File: config.mk
export PLATFORM = sky130hd
export DESIGN_NAME = param_accumulator
export DESIGN_NICKNAME = d
export VERILOG_FILES = /design/src/rtl/acc_pkg.sv /design/src/rtl/acc_addsub.sv /design/src/rtl/param_accumulator.sv
export SDC_FILE = /design/constraint.sdc
export NUM_CORES = 1
export LEC_CHECK = 0
export ABC_AREA = 1
export CAP_MARGIN = 0
export CORE_ASPECT_RATIO = 1.1
export CORE_MARGIN = 2
export CORE_UTILIZATION = 51
export DETAILED_ROUTE_END_ITERATION = 10
export GPL_ROUTABILITY_DRIVEN = 0
export MAX_ROUTING_LAYER = met4
export PLACE_DENSITY = 0.76
export SLEW_MARGIN = 10
export SYNTH_ARGS = -nofsm -noshare
export SYNTH_HDL_FRONTEND = slang
export SYNTH_HIERARCHICAL = 1
export SYNTH_SLANG_ARGS = --single-unit
File: constraint.sdc
create_clock -name clk -period 2.18 [get_ports clk]
set_input_delay 0.436 -clock clk [delete_from_list [all_inputs] [get_ports clk]]
set_output_delay 0.436 -clock clk [all_outputs]
set_load 0.05 [all_outputs]
File: src/rtl/acc_pkg.sv
// -----------------------------------------------------------------------------
// acc_pkg
// Shared definitions for the parameterised block accumulator:
//   - acc_state_t   : accumulator FSM states (ACCUM collects samples,
//                     DONE presents the block result)
//   - DEF_IN_W      : default unsigned sample width
//   - DEF_ACC_W     : default accumulator width (must be >= IN_W + 1)
//   - DEF_N_SAMPLES : default number of samples per block (must be >= 1)
// -----------------------------------------------------------------------------
package acc_pkg;

  localparam int DEF_IN_W      = 4;
  localparam int DEF_ACC_W     = 8;
  localparam int DEF_N_SAMPLES = 4;

  typedef enum logic {
    ACCUM = 1'b0,
    DONE  = 1'b1
  } acc_state_t;

endpackage

File: src/rtl/acc_addsub.sv
// -----------------------------------------------------------------------------
// acc_addsub
// Width-parametric unsigned adder/subtractor used by the accumulator datapath.
// Ports:
//   a     [W-1:0] in  : left operand (current accumulator value)
//   b     [W-1:0] in  : right operand (zero-extended sample)
//   sub           in  : 1 computes a - b, 0 computes a + b
//   sum   [W-1:0] out : result modulo 2^W
//   carry         out : carry-out on add, borrow on subtract
// -----------------------------------------------------------------------------
module acc_addsub #(
  parameter int W = 8
) (
  input  logic [W-1:0] a,
  input  logic [W-1:0] b,
  input  logic         sub,
  output logic [W-1:0] sum,
  output logic         carry
);

  // One extra bit on the operands: its value after the operation is the
  // carry on an add and the borrow (a < b) on a subtract.
  logic [W:0] wide;

  always_comb begin
    if (sub) begin
      wide = {1'b0, a} - {1'b0, b};
    end else begin
      wide = {1'b0, a} + {1'b0, b};
    end
  end

  assign sum   = wide[W-1:0];
  assign carry = wide[W];

endmodule

File: src/rtl/param_accumulator.sv
// -----------------------------------------------------------------------------
// param_accumulator
// Accumulates N_SAMPLES unsigned samples (each added or subtracted) into a
// block result, handed out through a valid/ready handshake.
//
// Optional feature macro: ACC_SAT_EN
//   undefined : arithmetic wraps modulo 2^ACC_W
//   defined   : arithmetic saturates (add clamps to all ones, subtract to 0)
//   In both cases ovf is a sticky per-block flag set on carry/borrow.
//
// Ports:
//   clk                 in  : clock, all state changes on rising edge
//   rst                 in  : asynchronous active-low reset
//   clr                 in  : synchronous block restart, beats everything else
//   in_valid / in_ready     : sample handshake (ready only while accumulating)
//   in_data  [IN_W-1:0] in  : unsigned sample
//   in_sub              in  : 1 subtracts the sample, 0 adds it
//   acc      [ACC_W-1:0] out: running accumulator value
//   out_valid / out_ready   : block result handshake
//   out_data [ACC_W-1:0] out: registered block result, stable while out_valid
//   ovf                 out : sticky overflow/underflow for the current block
//   cnt                 out : samples accepted in the current block
// -----------------------------------------------------------------------------
module param_accumulator
  import acc_pkg::*;
#(
  parameter int IN_W      = DEF_IN_W,
  parameter int ACC_W     = DEF_ACC_W,
  parameter int N_SAMPLES = DEF_N_SAMPLES
) (
  input  logic                           clk,
  input  logic                           rst,
  input  logic                           clr,
  input  logic                           in_valid,
  output logic                           in_ready,
  input  logic [IN_W-1:0]                in_data,
  input  logic                           in_sub,
  output logic [ACC_W-1:0]               acc,
  output logic                           out_valid,
  input  logic                           out_ready,
  output logic [ACC_W-1:0]               out_data,
  output logic                           ovf,
  output logic [$clog2(N_SAMPLES+1)-1:0] cnt
);

  localparam int CNT_W = $clog2(N_SAMPLES + 1);

  acc_state_t       state;
  logic             accept;
  logic             last_sample;
  logic [ACC_W-1:0] sample_ext;
  logic [ACC_W-1:0] raw_sum;
  logic [ACC_W-1:0] next_acc;
  logic             carry;

  // Handshake outputs are pure decodes of the state, so an asynchronous reset
  // drops out_valid and raises in_ready without waiting for a clock.
  assign in_ready  = (state == ACCUM);
  assign out_valid = (state == DONE);

  // A restart in the same cycle wins, so the sample offered with it is lost.
  assign accept      = in_valid && in_ready && !clr;
  assign last_sample = (cnt == CNT_W'(N_SAMPLES - 1));
  assign sample_ext  = {{(ACC_W - IN_W){1'b0}}, in_data};

  acc_addsub #(
    .W (ACC_W)
  ) u_addsub (
    .a     (acc),
    .b     (sample_ext),
    .sub   (in_sub),
    .sum   (raw_sum),
    .carry (carry)
  );

  // Saturation sits here rather than in the adder: on a carry the clamp
  // direction depends only on whether this was a subtract (floor) or an
  // add (ceiling). Without the macro the wrapped sum is kept as-is.
  always_comb begin
    next_acc = raw_sum;
`ifdef ACC_SAT_EN
    if (carry) begin
      next_acc = in_sub ? '0 : '1;
    end
`endif
  end

  // Block FSM and datapath registers. The final sample's post-update sum is
  // captured into out_data at the same edge the FSM enters DONE, so the
  // result stays frozen for the whole handshake. Accepting the result clears
  // the block state; the DONE cycle itself is the bubble before the next
  // sample can be taken.
  always_ff @(posedge clk or negedge rst) begin
    if (!rst) begin
      state    <= ACCUM;
      acc      <= '0;
      cnt      <= '0;
      ovf      <= 1'b0;
      out_data <= '0;
    end else if (clr) begin
      state <= ACCUM;
      acc   <= '0;
      cnt   <= '0;
      ovf   <= 1'b0;
    end else begin
      case (state)
        ACCUM: begin
          if (accept) begin
            acc <= next_acc;
            cnt <= cnt + CNT_W'(1);
            ovf <= ovf | carry;
            if (last_sample) begin
              state    <= DONE;
              out_data <= next_acc;
            end
          end
        end
        DONE: begin
          if (out_ready) begin
            state <= ACCUM;
            acc   <= '0;
            cnt   <= '0;
            ovf   <= 1'b0;
          end
        end
        default: begin
          state <= ACCUM;
        end
      endcase
    end
  end

endmodule

* Yosys cells after proc, flatten, opt, wreduce, memory -nomap -nowiden
Index checks and enable logic that the tools add are counted.
Widths: inputs -> output; s select.
** Storage, ports and cells
- Register bits :: 21
- Input port bits :: 10
- Word-level logic and storage cells :: 37
** Cells by class
- Reductions and logical operators :: 5
- Equal/unequal tests :: 3
- Muxes and demuxes :: 18
- Bitwise gates (word level) :: 3
- $add $sub $neg :: 3
** Operators with widths (number)
- $mux 8 :: 3
- $pmux 8 s2 :: 1
- $add 8x4->9 :: 1
- $mux 3 :: 3
- $mux 9 :: 1
- $sub 8x4->9 :: 1
- $mux 1 :: 7
- $pmux 3 s2 :: 1
- $pmux 1 s2 :: 2
- $reduce_and 4->1 :: 1
- $add 3x1->3 const B :: 1
- $eq 3x2->1 const B :: 1
- $ne 3x2->1 const B :: 1
- $ne 3x3->1 const B :: 1
- $logic_and 1x1->1 :: 2
- $not 1->1 :: 2
- $reduce_and 2->1 :: 1
- $logic_not 1->1 :: 1
- $or 1x1->1 :: 1

* Longest topological paths before layout
- Depth after elaboration :: 6
- Mapped depth :: 16

* Cells and area by module
The synthesis kept the hierarchy.
** By module, submodules not included
- param_accumulator :: cells an instance 104, seq. area each 525.5 µm², instances 1, area each 928.4 µm²
- acc_addsub :: cells an instance 121, seq. area each 0.0 µm², instances 1, area each 636.9 µm²

* Least setup slack after synthesis
OpenSTA, ideal clock, no wires.
- Kind :: input port to flip-flop
- Start :: in in_data[0]
- End :: reg out_data[7]
- Required time :: 2114 ps
- Arrival :: 1961 ps
- Library setup time :: 66 ps
- Stages :: 14
- Path slack :: 154 ps
- Path buffers :: 0
- Path through :: inv_1 -> ha_1 -> inv_1 -> o21ai_0 -> inv_1 -> ha_1 -> inv_1 -> o21ai_1 -> nand3_1 -> nand2_1 -> nand2_1 -> nand2_1 -> nand4_1 -> nand2_1
** On the way
- Cells in the longest elaborated chain, start to end :: 2
- Elaborated cells between the ends (all ways) :: 3
- Those cells by class :: 2 x add/sub; 1 x mux
** RTL lines
- start, declared :: line param_accumulator.sv:36 : input logic [IN_W-1:0] in_data,
- $add 8x4->9 or $sub 8x4->9 (tied branches) :: line acc_addsub.sv:29, acc_addsub.sv:27
- $mux 9 (*) :: line acc_addsub.sv:26 : if (sub) begin
- named net next_acc[7] :: line param_accumulator.sv:53 : logic [ACC_W-1:0] next_acc;
- end signal, assigned :: line param_accumulator.sv:114 : out_data <= next_acc;
- end, declared :: line param_accumulator.sv:41 : output logic [ACC_W-1:0] out_data,
The timed path passes the listed nets; every way through them passes the cells marked *.
A chain may end at the register's enable or synchronous reset.

* Final worst setup path
- Start :: in in_data[1]
- End :: reg out_data[6]
The elaborated chain is that of the path after synthesis.

==> results.json <==
{
  "cp-startpoint": "in_data[1]",
  "grt_pass1_vias": 1509,
  "synth_area_sq_um": 1565,
  "relSlewSlack": 0.6675,
  "synth_common_cells": "nand2_1, inv_1, dfrtp_1",
  "hold_buffers": 0,
  "period_minus_slack_ps": 2108,
  "vias": 1547,
  "slew_viol_final": 0,
  "wl_microns": 3424,
  "crit_type": "in2reg",
  "cp_slowest_stage_delay_ps": 250,
  "slowest_stage": "dlygate4sd2_1",
  "post-layout-total-power_mw": 1.693,
  "highest_layer": "met4",
  "port_buffers": 31,
  "synthArstFlopShare": 1.000,
  "dr.pass1.iters": 4,
  "synth_warnings": 6,
  "pin_count": 32,
  "synth_area_leaders": "dfrtp_1, nand2_1, inv_1",
  "cp_max_fo": 5,
  "die_w_microns": 56.82,
  "rows": 21,
  "wl_met3_microns": 125,
  "die-area_sq_um": 3529,
  "num_antenna_cells": 0,
  "viasPerCell": 4.760,
  "min_path_type": "in2async",
  "wl_met2_microns": 1750,
  "hpwl_microns": 2669,
  "wl_per_cell_microns": 10.54,
  "timing.final.crit_share": 0.9672,
  "start_util": 0.5226,
  "syn_area_per_cell_sq_um": 6.957,
  "final_area_sq_um": 2240,
  "max_clock_freq_mhz": 474.3,
  "final_nets": 314,
  "crit_top_cell": "nand2_1",
  "antenna_found_initial": 0,
  "r2r_slack_ps": 340,
  "start_kind": "primary input",
  "rr_startpoint": "acc[0]$_DFFE_PN0P_",
  "h-tree-depth": 1,
  "p_per_area_nw_per_um2": 755.8,
  "ys.flop_type": "dfrtp_1",
  "synth_most_common_cell": "nand2_1",
  "core_area_sq_um": 2995,
  "postPlaceCellArea_sq_um": 2077,
  "antenna_left": 0,
  "synth_seq_area_share": 0.3357,
  "syn_to_final_growth_pct": 43.09,
  "remaining_drc_errors": 0,
  "synth-edff-count": 0,
  "tightest_slew_ps": 497.2,
  "clkLatencyLatePin_ps": 290,
  "finalHoldViolations": 0,
  "clkSinkCount": 21,
  "cap_violations": 0,
  "drive_gt1_frac": 0.1821,
  "worstPathRequired_ps": 2380,
  "tritoncts": "done",
  "drt-initial-drc-count": 40,
  "cts_buffers": 3,
  "wl_met1_microns": 1494,
  "grt_start_max_net_pins": 22,
  "cts_root_buffer": "clkbuf_4",
  "clkTransAtPathRegs_ps": 110,
  "setup_viol": 0,
  "vdd_drop_max_mv": 0.5602,
  "seq_area_sq_um": 525.5,
  "finClkSkew_ps": 0.5309,
  "fp.dieH_microns": 62.11,
  "netlist_instances": 225,
  "gr-total-overflow": 0,
  "power_leakage_nw": 1.255,
  "synth.distinct_cells": 26,
  "synth_top_area_frac": 0.3357,
  "path_cells": "dlygate4sd2_1 > buf_4 > nor2_1 > nand2_1 > nand2_2 > xnor2_1 > inv_1 > ha_4 > or2_4 > nand3b_1 > nand2_1 > nand2_1 > nand2_1 > nand4_1 > nand2_1",
  "grt_pass1_wl_microns": 6279,
  "fillers": 262,
  "synth_top_area_cell": "dfrtp_1",
  "critPathCaptureType": "flip-flop",
  "multi_input_area_sq_um": 1013,
  "cp.arrival_ps": 2310,
  "clockBufferDepth": 2,
  "status": "completed",
  "ys_ff_latch": 21,
  "grt_usage": 0.2249
}
sequential cells by signal (all words and copies together), names as in the netlist:
signal	count
cnt	3
out_valid	1
out_data	8
ovf	1
acc	8
report_power, final:
group	internal (mW)	leakage, nW	switching [mW]	total [mW]
clock	0.0683	0.0177	0.113	0.182
combinational	0.408	0.955	0.590	0.997
sequential	0.455	0.283	0.0580	0.514
metrics by stage:
stage	setup WS (ps)	TNS, ps	hold WS, ps	utilization	cells
floorplan	153.9	0	140.4	-	238
global placement	-508.3	-5459	452.8	0.6934	318
detailed placement	-556.2	-6011	458.1	0.6934	318
CTS	19.15	0	457.9	0.7256	323
global route	-71.61	-187.9	471.2	0.7477	325
finish	71.57	0	458.5	0.7477	325
worst paths after layout:
path	endpoint	cells past startpoint
hold / removal	out_data[4]$_DFFE_PN0P_	2
max in group asynchronous	cnt[1]$_DFFE_PN0P_	2
setup reg to reg	ovf$_DFFE_PN0P_	12
min in group clk	out_data[6]$_DFFE_PN0P_	2
setup / recovery	out_data[6]$_DFFE_PN0P_	15
hold reg to reg	out_data[6]$_DFFE_PN0P_	2
cell families after synthesis:
kind of cell	after synthesis	synth area share
AOI/OAI and AO/OA	9	0.03357
other	1	0.002396
adders and majority gates	12	0.1007
muxes	1	0.006395
DFF	21	0.3357
buffers and inverters	43	0.1167
and+or+nand+nor	132	0.3709
xor gates and xnor gates	6	0.03357
final cells by class:
class                      instances  share of cell area
sequential                        21              0.2346
inverter                          38             0.06369
timing repair buffer              54              0.2179
multi-input combinational        174              0.4525
clock inverter                     1            0.002235
clock buffer                       3             0.01006
tap                               34             0.01899
per-layer routing:
layer / GRT usage / up-vias
li1: - / 817
met1: 0.2704 / 688
met2: 0.3866 / 36
met3: 0.02500 / 6
met4: 0.08140 / 0
met5: - / -
layout by cell type (no fill, tap or decap), types with 2 or more instances in the layout:
cell | synthesis | layout
nand2_1 | 91 | 90
o21ai_2 | 2 | 4
dfrtp_1 | 21 | 21
xnor2_1 | 6 | 5
nand3b_1 | 2 | 2
clkbuf_4 | 0 | 3
nor2_1 | 10 | 10
ha_4 | 0 | 6
a21oi_2 | 0 | 2
inv_1 | 37 | 35
conb_1 | 1 | 14
inv_2 | 1 | 3
nand2_2 | 3 | 4
dlymetal6s2s_1 | 0 | 3
ha_1 | 11 | 5
buf_4 | 1 | 23
dlygate4sd2_1 | 0 | 2
clkdlybuf4s50_1 | 0 | 26
nand3_2 | 1 | 2
nand4_1 | 9 | 9
nand3_1 | 11 | 10
worst max-delay path: cells and delay by family:
kind | cells | cell delay (ps)
simple gates | 10 | 1000
buf+inv | 3 | 490
fa+ha+maj | 1 | 230
xor+xnor | 1 | 140
timing repair:
| action | in CTS | in global routing |
|---|---|---|
| resized for setup | 13 | 10 |
| setup endpoints to repair | 11 | 8 |
| gates cloned | 0 | 0 |
| setup buffers | 1 | 2 |
| pin swaps | 7 | 5 |
Note: power is estimated with default switching activity, not from simulation.
